$ cat src/rtl/button_event_counter.sv
// button_event_counter: two debounced pushbuttons increment/decrement an 8-bit LED count.
// D13 shows when either button is held in its debounced-pressed state.
module debounce_fsm #(
    parameter int STABLE = 4
) (
    input  logic clk,
    input  logic rst_n,
    input  logic s,
    input  logic tick,
    output logic evt,
    output logic held
);
    typedef enum logic [1:0] {IDLE, PRESS_WAIT, PRESSED, RELEASE_WAIT} state_t;
    state_t state, state_next;
    logic [3:0] cnt, cnt_next, cnt_inc;
    logic evt_next;

    always_ff @(posedge clk or negedge rst_n) begin
        if (!rst_n) begin
            state <= IDLE;
            cnt   <= 4'd0;
            evt   <= 1'b0;
        end else begin
            state <= state_next;
            cnt   <= cnt_next;
            evt   <= evt_next;
        end
    end

    // A level mismatch aborts the wait immediately; only agreement is tick-gated.
    always_comb begin
        state_next = state;
        cnt_next   = cnt;
        evt_next   = 1'b0;
        cnt_inc    = cnt + 4'd1;
        case (state)
            IDLE: if (s) begin
                state_next = PRESS_WAIT;
                cnt_next   = 4'd0;
            end
            PRESS_WAIT: if (!s) begin
                state_next = IDLE;
                cnt_next   = 4'd0;
            end else if (tick) begin
                cnt_next = cnt_inc;
                if (cnt_inc == 4'(STABLE)) begin
                    state_next = PRESSED;
                    cnt_next   = 4'd0;
                    evt_next   = 1'b1;
                end
            end
            PRESSED: if (!s) begin
                state_next = RELEASE_WAIT;
                cnt_next   = 4'd0;
            end
            RELEASE_WAIT: if (s) begin
                state_next = PRESSED;
                cnt_next   = 4'd0;
            end else if (tick) begin
                cnt_next = cnt_inc;
                if (cnt_inc == 4'(STABLE)) begin
                    state_next = IDLE;
                    cnt_next   = 4'd0;
                end
            end
            default: state_next = IDLE;
        endcase
    end

    assign held = (state == PRESSED) || (state == RELEASE_WAIT);
endmodule

module button_event_counter #(
    parameter int N      = 16,
    parameter int STABLE = 4
) (
    input  logic       CLK,
    input  logic       RSTN,
    input  logic       SW1,
    input  logic       SW2,
    output logic [7:0] LEDS,
    output logic       D13
);
    logic [N-1:0] presc;
    logic         tick;
    logic [1:0]   meta, sync, evt, held;
    logic [7:0]   count;

    assign tick = &presc;
    assign LEDS = count;

    always_ff @(posedge CLK or negedge RSTN) begin
        if (!RSTN) begin
            presc <= '0;
            meta  <= 2'b00;
            sync  <= 2'b00;
            count <= 8'h00;
            D13   <= 1'b0;
        end else begin
            presc <= presc + 1'b1;
            meta  <= {SW2, SW1};
            sync  <= meta;
            count <= (evt == 2'b01) ? count + 8'd1 : (evt == 2'b10) ? count - 8'd1 : count;
            D13   <= |held;
        end
    end

    for (genvar i = 0; i < 2; i++) begin : g_btn
        debounce_fsm #(.STABLE(STABLE)) u_fsm (
            .clk  (CLK),
            .rst_n(RSTN),
            .s    (sync[i]),
            .tick (tick),
            .evt  (evt[i]),
            .held (held[i])
        );
    end
endmodule

$ cat config.mk
export PLATFORM = sky130hd
export DESIGN_NAME = button_event_counter
export DESIGN_NICKNAME = d
export VERILOG_FILES = /design/src/rtl/button_event_counter.sv
export SDC_FILE = /design/constraint.sdc
export NUM_CORES = 1
export LEC_CHECK = 0
export ABC_AREA = 1
export ABC_CLOCK_PERIOD_IN_PS = 2400
export CAP_MARGIN = 10
export CELL_PAD_IN_SITES_DETAIL_PLACEMENT = 1
export CELL_PAD_IN_SITES_GLOBAL_PLACEMENT = 2
export CORE_MARGIN = 3
export CORE_UTILIZATION = 35
export DETAILED_ROUTE_END_ITERATION = 12
export PLACE_DENSITY = 0.78
export SYNTH_ARGS = -nofsm -noshare
export SYNTH_HDL_FRONTEND = slang
export SYNTH_SLANG_ARGS = --single-unit
$ cat constraint.sdc
create_clock -name CLK -period 2.4 [get_ports CLK]
set_input_delay 0.24 -clock CLK [delete_from_list [all_inputs] [get_ports CLK]]
set_output_delay 0.24 -clock CLK [all_outputs]
set_load 0.05 [all_outputs]
==> results.sh <==
export IMPL_grt_pass1_vias=1907
export IMPL_final_layout_size_suffix_gt1_frac=0.08865
export IMPL_overflow=0
export IMPL_tns_ns=0
export IMPL_avgSynthCellArea_um2=8.821
export IMPL_p_per_area_nw_per_um2=544.0
export IMPL_nNetsFinal=296
export IMPL_netlist_instances=260
export IMPL_grt_use_total=0.1529
export IMPL_ys_types=31
export IMPL_cts_buffer_depth=2
export IMPL_clkLatencyLatePin_ns=0.30
export IMPL_io_buffer_count=12
export IMPL_worst_slack_ns=0.4902
export IMPL_cts_max_level=2
export IMPL_dieArea_um2=7560
export IMPL_ys_ff_latch=43
export IMPL_root_buffer="clkbuf_8"
export IMPL_area_growth_pct=15.98
export IMPL_rsz0062_at_grt="no"
export IMPL_place_area_um2=2514
export IMPL_rows=28
export IMPL_vdd_drop_max_mv=0.2699
export IMPL_core_area_um2=6131
export IMPL_start_util=0.3741
export IMPL_synth_nets=275
export IMPL_final_common_cell="nand2_1"
export IMPL_io_pins=13
export IMPL_fin_util=0.4339
export IMPL_maxSlewHeadroom=0.6654
export IMPL_setup_viol=0
export IMPL_total_power_w=0.001447
export IMPL_worst_setup_path_start_kind="flop"
export IMPL_critical_path_arrival_ns=2.13
export IMPL_critPathMaxStageDelay_ns=0.38
export IMPL_place_ws_ns=0.5162
export IMPL_report_final_slew_viol_count=0
export IMPL_seq_area_frac_synth=0.4692
export IMPL_worst_path_max_delay_cell="dfrtp_1"
export IMPL_fin_skew_ns=0.008653
export IMPL_postLayoutCellArea_um2=2660
export IMPL_grt_pass1_wl_um=9197
export IMPL_antenna_found_initial=0
export IMPL_vias=1744
export IMPL_drtIter0Drc=76
export IMPL_die_w_um=86.95
export IMPL_cts_inserted_buffers=5
export IMPL_mostFrequentLayoutCells="72 x nand2_1, 43 x dfrtp_1, 22 x inv_1"
export IMPL_crit_path_end_kind="flop"
export IMPL_route_detailed_drc=0
export IMPL_yosysWarnings=0
export IMPL_fmax_ghz=0.5236
export IMPL_finalWorstPathRequiredPeriod_ns=1.910
export IMPL_die_height_um=86.95
export IMPL_hpwlAfterDp_um=3696
export IMPL_tightest_slew_ns=0.5004
export IMPL_wl_per_cell_um=13.57
export IMPL_status="finished, final reports clean"
export IMPL_crit_type="reg2reg"
export IMPL_drt_first_pass_iters=4
export IMPL_vias_per_cell=4.885
export IMPL_path_max_fanout=7
export IMPL_hold_viol=0
export IMPL_wirelength_um=4845
export IMPL_critPathRequiredTime_ns=2.62
export IMPL_hold_depth=0
export IMPL_period_share=0.7957
export IMPL_clock_sinks=43
export IMPL_worstRegToRegCells=10
export IMPL_cts_tree="yes"
export IMPL_cts_clk_slew_worst_paths_ns=0.09
export IMPL_netlist_area_um2=2293
export IMPL_grt_start_max_net_pins=24
export IMPL_place_gp_congestion=0.7331
export IMPL_p_leak_nw=1.316
export IMPL_final_antenna_net_count=0
export IMPL_timing_hold_worst_class="reg2reg"
export IMPL_path_cells="ha_1 -> inv_1 -> ha_1 -> nand3_1 -> nand3_1 -> nand3_1 -> nand2_1 -> nand2_1 -> nand2_1 -> o21ai_0"
export IMPL_drv_cap=0
export IMPL_antenna_cells=0
==> metal layers <==
| metal | part of all wire | global-route usage | vias to the layer above | routed length [um] |
|---|---|---|---|---|
| li1 | - | - | 886 | - |
| met1 | 0.51 | 0.2054 | 841 | 2465 |
| met2 | 0.46 | 0.2429 | 12 | 2214 |
| met3 | 0.024 | 0.04352 | 5 | 117 |
| met4 | 0.0099 | 0.03824 | 0 | 48 |
| met5 | 0 | 0 | - | 0 |
==> worst max-delay path: cells and delay by family (launching register included) <==
kind / cells / cell delay (ns)
DFF: 1 / 0.38
and+or+nand+nor: 6 / 0.54
adders and majority gates: 2 / 0.56
AOI/OAI and AO/OA: 1 / 0.13
buffers and inverters: 1 / 0.22
==> through the flow <==
stage	hold WS, ns	std cells
6_report	0.3539	357
5_1_grt	0.3629	357
4_1_cts	0.3556	357
3_5_place_dp	0.2412	348
3_3_place_gp	0.2356	348
2_1_floorplan	-0.05559	260
==> synth_stat cells, drive strengths merged <==
cell type	n	area share
or2	1	0.0027
nand3	22	0.056
nand3b	2	0.0065
clkbuf	1	0.0016
nand4	11	0.039
dfrtp	43	0.47
fa	1	0.0087
a21oi	6	0.013
xor2	7	0.027
xnor2	12	0.046
nor3	5	0.013
o21a	1	0.0033
ha	10	0.055
a31oi	1	0.0027
o21ai	8	0.017
nor2	28	0.066
a21boi	2	0.0065
o21bai	1	0.0033
nand2	73	0.12
and2	2	0.0055
inv	23	0.038
==> report_power, final <==
part | leakage, nW | switching (W) | internal [W]
Clock | 0.0644 | 0.000265 | 0.000415
Sequential | 0.573 | 0.00000418 | 0.000729
Combinational | 0.679 | 0.0000231 | 0.0000111
Total | 1.32 | 0.000292 | 0.00116
==> what timing repair did <==
action                    4_1_cts  5_1_grt
gates resized for setup         0        0
setup buffers                   0        0
hold endpoints to repair       43        0
hold buffers                    1        0
==> sequential cells by signal, summed over array words and instances (netlist names), named ones only <==
signal             flops
D13                    1
LEDS                   8
g_btn.u_fsm.cnt        8
g_btn.u_fsm.evt        2
g_btn.u_fsm.state      2
meta                   2
presc                 16
sync                   2
==> worst paths after layout <==
| path | from | endpoint | slack, ns |
|---|---|---|---|
| worst min register to register | meta[1]$_DFF_PN0_ | sync[1]$_DFF_PN0_ | 0.35 |
| max in group asynchronous | RSTN | g_btn[1].u_fsm.cnt[0]$_DFFE_PN0P_ | 1.69 |
| min in group asynchronous | RSTN | LEDS[2]$_DFFE_PN0P_ | 0.45 |
| worst max register to register | g_btn[0].u_fsm.evt$_DFF_PN0_ | LEDS[5]$_DFFE_PN0P_ | 0.49 |
| worst min-delay path | meta[1]$_DFF_PN0_ | sync[1]$_DFF_PN0_ | 0.35 |
| worst max-delay path | g_btn[0].u_fsm.evt$_DFF_PN0_ | LEDS[5]$_DFFE_PN0P_ | 0.49 |
==> kinds of logic (layout without fill, tap and decap cells) <==
kind of cell	Yosys count	count (layout)	share of synthesized area
xor+xnor	19	19	0.07256
flops	43	43	0.4692
simple gates	144	144	0.3093
compound gates	19	19	0.04638
buf+inv	24	46	0.03928
fa+ha+maj	11	11	0.06328
==> final cells by class <==
type	count	area (um^2)
clock buffer	5	68.82
clock inverter	3	67.56
fill	717	3471
inverter	23	86.33
multi-input combinational	193	1127
sequential	43	1076
tap	75	93.84
timing repair buffer	15	140.1
No activity file was read; power rests on OpenSTA's default activity.
